## src/rtl/instr_mem_pipe.sv

```systemverilog
// rtl/instr_mem_pipe.sv - pipelined instruction memory with fault tagging, stall and flush
//
// Ports:
//   CLK        single clock, rising edge
//   resetl     asynchronous active-low reset
//   req_valid  fetch request present
//   req_ready  request accepted when req_valid && req_ready at an edge
//   req_addr   byte address of the fetch (64 bits)
//   flush      discard every in-flight fetch (branch redirect)
//   rsp_valid  response present
//   rsp_ready  consumer takes the response
//   rsp_data   instruction word (FAULT_WORD on a faulting fetch)
//   rsp_addr   echo of the request address
//   rsp_fault  fetch was misaligned or out of range
//   wr_en      program-load write strobe
//   wr_addr    byte address of the load
//   wr_data    word to load
module instr_mem_pipe #(
   parameter int          DEPTH      = 64,
   parameter int          RD_LAT     = 2,
   parameter logic [31:0] FAULT_WORD = 32'h00000000
) (
   input  logic        CLK,
   input  logic        resetl,
   input  logic        req_valid,
   output logic        req_ready,
   input  logic [63:0] req_addr,
   input  logic        flush,
   output logic        rsp_valid,
   input  logic        rsp_ready,
   output logic [31:0] rsp_data,
   output logic [63:0] rsp_addr,
   output logic        rsp_fault,
   input  logic        wr_en,
   input  logic [63:0] wr_addr,
   input  logic [31:0] wr_data
);

   localparam int AW = $clog2(DEPTH);

   logic [31:0] mem [DEPTH];

   logic        st_v    [RD_LAT];
   logic [31:0] st_data [RD_LAT];
   logic [63:0] st_addr [RD_LAT];
   logic        st_f    [RD_LAT];

   logic          stall;
   logic          accept;
   logic          rd_fault;
   logic          wr_fault;
   logic [AW-1:0] rd_idx;
   logic [AW-1:0] wr_idx;

   // Fault when misaligned or when any word-index bit above the array size is set.
   assign rd_fault = (req_addr[1:0] != 2'b00) || (|req_addr[63:AW+2]);
   assign wr_fault = (wr_addr[1:0]  != 2'b00) || (|wr_addr[63:AW+2]);
   assign rd_idx   = req_addr[AW+1:2];
   assign wr_idx   = wr_addr[AW+1:2];

   assign stall     = st_v[RD_LAT-1] && !rsp_ready;
   assign req_ready = !stall && !wr_en && !flush;
   assign accept    = req_valid && req_ready;

   assign rsp_valid = st_v[RD_LAT-1];
   assign rsp_data  = st_data[RD_LAT-1];
   assign rsp_addr  = st_addr[RD_LAT-1];
   assign rsp_fault = st_f[RD_LAT-1];

   // Program-load port; array is deliberately left out of reset.
   always_ff @(posedge CLK) begin
      if (wr_en && !wr_fault) begin
         mem[wr_idx] <= wr_data;
      end
   end

   // Stage 0 captures the word at acceptance, so later writes cannot alter
   // a fetch already in flight. Flush wins over stall.
   always_ff @(posedge CLK or negedge resetl) begin
      if (!resetl) begin
         for (int i = 0; i < RD_LAT; i++) begin
            st_v[i]    <= 1'b0;
            st_data[i] <= 32'h0;
            st_addr[i] <= 64'h0;
            st_f[i]    <= 1'b0;
         end
      end else if (flush) begin
         for (int i = 0; i < RD_LAT; i++) begin
            st_v[i] <= 1'b0;
         end
      end else if (!stall) begin
         st_v[0] <= accept;
         if (accept) begin
            st_data[0] <= rd_fault ? FAULT_WORD : mem[rd_idx];
            st_addr[0] <= req_addr;
            st_f[0]    <= rd_fault;
         end
         for (int i = 1; i < RD_LAT; i++) begin
            st_v[i]    <= st_v[i-1];
            st_data[i] <= st_data[i-1];
            st_addr[i] <= st_addr[i-1];
            st_f[i]    <= st_f[i-1];
         end
      end
   end

endmodule

```

## config.mk

```make
export PLATFORM = sky130hd
export DESIGN_NAME = instr_mem_pipe
export DESIGN_NICKNAME = d
export VERILOG_FILES = /design/src/rtl/instr_mem_pipe.sv
export SDC_FILE = /design/constraint.sdc
export NUM_CORES = 2
export LEC_CHECK = 0
export CORE_UTILIZATION = 50
export CTS_CLUSTER_DIAMETER = 30
export CTS_CLUSTER_SIZE = 28
export DETAILED_ROUTE_END_ITERATION = 16
export HOLD_SLACK_MARGIN = 0.02
export PLACE_DENSITY = 0.67
export SLEW_MARGIN = 20
export SYNTH_ARGS = -nofsm -noshare
export SYNTH_HDL_FRONTEND = slang
export SYNTH_SLANG_ARGS = --single-unit
```

## constraint.sdc

```tcl
create_clock -name CLK -period 2.3 [get_ports CLK]
set_input_delay 0.23 -clock CLK [delete_from_list [all_inputs] [get_ports CLK]]
set_output_delay 0.23 -clock CLK [all_outputs]
set_load 0.01 [all_outputs]
```

# Word level (Yosys, flattened, before mapping)
# Memories as Yosys holds them, arrays and structs flattened.
# Cells that the tools add are included.
# totals
register_bits	196
ramBits	2048
inputBits	166
memories	1
# memory_table
memory	depth	width	rd	rd_clocked_by_memory_dff	wr	line	text
mem	64	32	1	0	1	41	logic [31:0] mem [DEPTH];
# op_classes
eq_ne	1
n_mux	5
n_bitwise	2
n_reduce_logical	18
# ops
cell	count
$reduce_or A56 Y1	2
$mux W32	1
$logic_and A1 B1 Y1	5
$logic_not A1 Y1	5
$mux W2	2
$reduce_bool A2 Y1	2
$reduce_and A3 Y1	1
$logic_or A1 B1 Y1	2
$mux W1	2
$ne A2 B2 Y1 const B	1
$not A1 Y1	2
$reduce_and A2 Y1	1

# Longest topological paths before layout
# logic_depth
word_depth	8
depth_mapped	11
mapped_depth_nobuf	5

# Least setup slack after synthesis
# Ideal clock, no wire load.
# synth_timing
kind	in2reg
startpoint	input wr_addr[55]
endpoint	memory mem[59][0], enable pin
setup_ns	0.421
arrival_time_ns	2.926
required_time_ns	1.879
setup_slack_ns	-1.047
stages	5
n_path_buf	0
cell_sequence	nor4b_1 nand4_1 nor4_2 nand4b_1 nor2_1
# synth_between
elab_chain_cells	6
# synth_lines
element	line	text
start, declared	35	input logic [63:0] wr_addr,
$reduce_or A56 Y1	57	assign wr_fault = (wr_addr[1:0] != 2'b00) || (|wr_addr[63:AW+2]);
$logic_or A1 B1 Y1	57	
$logic_not A1 Y1	72	if (wr_en && !wr_fault) begin
$logic_and A1 B1 Y1	72	
$mux W1	72	
$mux W1 (not written as such)	73	mem[wr_idx] <= wr_data;
end, declared	41	
# No other way between the ends.

# Final worst setup path
# layout_timing
startpoint	memory mem[23][10]
endpoint	register st_data[42] (netlist bit)
# layout_between
elab_chain_cells	2
# layout_lines
element	line	text
$mem_v2 Z64 W32	-	
$mux W32	94	st_data[0] <= rd_fault ? FAULT_WORD : mem[rd_idx];
end signal, assigned by index	100	st_data[i] <= st_data[i-1];
end, declared	44	logic [31:0] st_data [RD_LAT];
# No other way between the ends.
# A chain may end at the register's enable or synchronous reset.

==> results.py <==
metrics = {
    "floorplanning": {
        "pin_count": 265,
        "placementRows": 152,
        "die_w_um": 417.2,
        "die_h_um": 417.2,
        "initial_utilization": 0.5030,
        "core_sq_um": 171400,
        "die_area_sq_um": 174000,
    },
    "worst_setup_path": {
        "arrival_ps": 3090,
        "end_kind": "flop",
        "critPathKind": "flop to flop",
        "required_ps": 3090,
        "cp-start-kind": "flop",
        "r2r-start": "mem[23][10]",
        "rrSetupSlack_ps": 2,
        "cp_max_fo": 1,
        "worst-r2r-cell-count": 5,
        "timing.rr.end": "st_data[42]",
    },
    "timing": {
        "fin_skew_ps": 69.34,
        "slew_viol_final": 0,
        "finalHoldViolCount": 0,
        "finalSetupViolations": 0,
        "timing.final.crit_share": 0.9990,
        "slew_headroom": 0.4466,
        "fmax_mhz": 435.2,
        "layout_min_cycle_time_ps": 2298,
        "tightest_slew_ps": 830.1,
    },
    "logic_synthesis": {
        "synth.distinct_cells": 45,
        "syn_area_sq_um": 86180,
        "yosys_warnings": 0,
        "synth_fp_nets": 4113,
        "synth-seq-cells": 2244,
        "syn_inst": 3947,
        "seq_area_frac_synth": 0.7705,
        "syn_area_per_cell_sq_um": 21.84,
    },
    "global_routing": {
        "antenna_found_initial": 10,
        "grt_pass1_wl_mm": 337.0,
        "grt_max_degree": 65,
        "grt_use_total": 0.2710,
        "grt_pass1_vias": 47811,
        "grt_overflow_total": 0,
    },
    "place": {
        "port_buffers": 264,
        "place_congestion": 0.8456,
        "place_inst": 6791,
        "dp_hpwl_mm": 144.5,
    },
    "power_and_ir_drop": {
        "pwr_density_cell_nw_per_um2": 1005,
        "pwr-share-clk": 0.546,
        "swShare": 0.2099,
        "p_comb_frac": 0.053,
        "switchingPower_mw": 23.70,
        "peakVddDrop_mv": 0.6252,
        "p_seq_frac": 0.401,
        "leakagePower_nw": 38.69,
        "intPower_mw": 89.18,
    },
    "drt": {
        "ant_nets": 0,
        "vias": 45587,
        "viasPerCell": 5.958,
        "finalWirelength_mm": 233.2,
        "drtIter0Drc": 4865,
        "drc": 0,
        "dr.pass1.iters": 5,
        "wl_per_cell_um": 30.47,
    },
    "final_layout": {
        "area_growth_pct": 30.31,
        "layout_commonest_cell": "edfxtp_1",
        "final_cell_mix": "edfxtp_1, mux4_2, clkbuf_16",
        "drive_above_1_share": 0.3817,
        "fin_cells": 7652,
        "final_nets": 5158,
        "final.fill_count": 10629,
        "utilization": 0.6554,
    },
    "clock_network": {
        "clk_latency_ps": 960,
        "tritoncts": "yes",
        "path_clk_slew_ps": 50,
        "root_buffer": "clkbuf_16",
        "cts_buffers": 419,
        "cts_max_level": 5,
        "clockBufferDepth": 4,
        "clock_sinks": 2244,
    },
    "worst_hold_path": {
        "min_path_type": "input pin to flop",
        "min-delay-start": "req_addr[22]",
        "whs_path_depth": 4,
        "hold_end": "st_addr[86]",
    },
    "outcome": {
        "status": "complete, no violations",
    },
    "job": {
        "max_cap_viol_count": 0,
    },
}
-- cell families (layout without fill, tap and decap cells) --
family / Yosys count / after routing / synth area share
AOI/OAI and AO/OA: 185 / 185 / 0.01434
buffers and inverters: 301 / 1686 / 0.02018
DFF: 2244 / 2244 / 0.7705
muxes: 761 / 761 / 0.1717
other: 0 / 10 / 0
and+or+nand+nor: 456 / 456 / 0.02330
-- metrics by stage --
| step | hold slack (ps) | setup WS [ps] | setup TNS [ps] | area (sq um) | total power, mW |
|---|---|---|---|---|---|
| finish | 69.58 | 2.338 | 0 | 112300 | 112.9 |
| global route | 35.31 | -9.175 | -9.175 | 112300 | 115.6 |
| CTS | 21.73 | 1.079 | 0 | 112200 | 113.4 |
| detailed placement | 209.9 | -1005 | -1367710 | 96980 | 51.83 |
| global placement | 211.6 | -1010 | -1276360 | 96980 | 51.73 |
| floorplan | -65.59 | -657.1 | -1097440 | 86460 | 48.76 |
-- cell type report --
type / count / area, sq um / area share
inverters: 3 / 13.76 / 0.0001225
clock buffers: 487 / 11020 / 0.09813
repair buffers: 922 / 9966 / 0.08874
clock inverters: 274 / 3246 / 0.02890
flip-flops and latches: 2244 / 66400 / 0.5913
well taps: 2310 / 2890 / 0.02573
multi-input cells: 1402 / 18740 / 0.1669
diodes: 10 / 25.02 / 0.0002228
-- state kept, by name, indices dropped and copies added (netlist names), 32 cells and up --
signal	flops
rsp_addr	64
rsp_data	32
st_addr	64
st_data	32
mem	2048
-- power by group through the flow --
stage	registers, mW	logic [mW]	clock network, mW
5_1_grt	45.3	6.29	64.1
2_1_floorplan	45.9	2.82	0
3_5_place_dp	46.0	5.83	0
3_3_place_gp	46.0	5.76	0
4_1_cts	45.2	6.02	62.1
6_report	45.3	5.99	61.6
-- routing by layer --
layer / part of all wire / global-route usage / routed length, um
met1: 0.37 / 0.3538 / 87370
met2: 0.50 / 0.4504 / 117400
met3: 0.082 / 0.05015 / 19040
met4: 0.040 / 0.1117 / 9334
met5: 0.00011 / 0 / 26
-- worst max-delay path, stage by stage, from the launching register on --
cell and delay, ps:
edfxtp_1 380, mux4_2 500, mux4_2 490, mux2_4 300
o211ai_1 350, a22oi_1 120
-- cell usage after synthesis, drive strengths merged --
master	instances	area (sq um)
a211o	1	8.760
mux4	563	12680
mux2i	90	900.9
clkbuf	83	311.6
nor3b	3	22.52
nand3b	7	52.55
nor4b	1	8.760
nand2b	1	6.260
buf	215	1416
o211ai	2	15.01
nor3	14	70.07
nand2	258	968.4
and3	12	75.07
o21ai	16	80.07
nand4b	1	8.760
a22oi	64	480.5
o22ai	34	212.7
a21oi	35	175.2
nor2	80	300.3
inv	2	7.510
dfrtp	196	4905
nand3	14	70.07
o22a	1	8.760
and2	5	31.28
a211oi	8	60.06
o311ai	1	8.760
nor4	36	231.5
a32o	2	20.02
edfxtp	2048	61500
clkinv	1	3.750
o31ai	14	105.1
and4b	2	20.02
mux2	108	1216
or3	3	18.77
o221ai	4	35.03
or3b	2	17.52
nor2b	10	62.56
a2111oi	1	8.760
a311oi	2	17.52
nand4	7	43.79
-- worst max path at each step --
stage,from,end,cells past startpoint
finish,mem[23][10],st_data[42],5
global route,req_addr[21],st_data[54],11
CTS,mem[21][8],st_data[40],5
detailed placement,req_addr[2],st_data[33],9
global placement,req_addr[2],st_data[33],9
floorplan,wr_addr[36],mem[11][0],5
-- what timing repair did --
action                                   CTS  global route
buffers inserted                           0             2
pin swaps                                  2             4
hold endpoints to repair                2113             0
hold buffers                              89             0
endpoints found under the setup margin     7            28
gates resized for setup                    9            17
(Power assumes the default switching activity.)
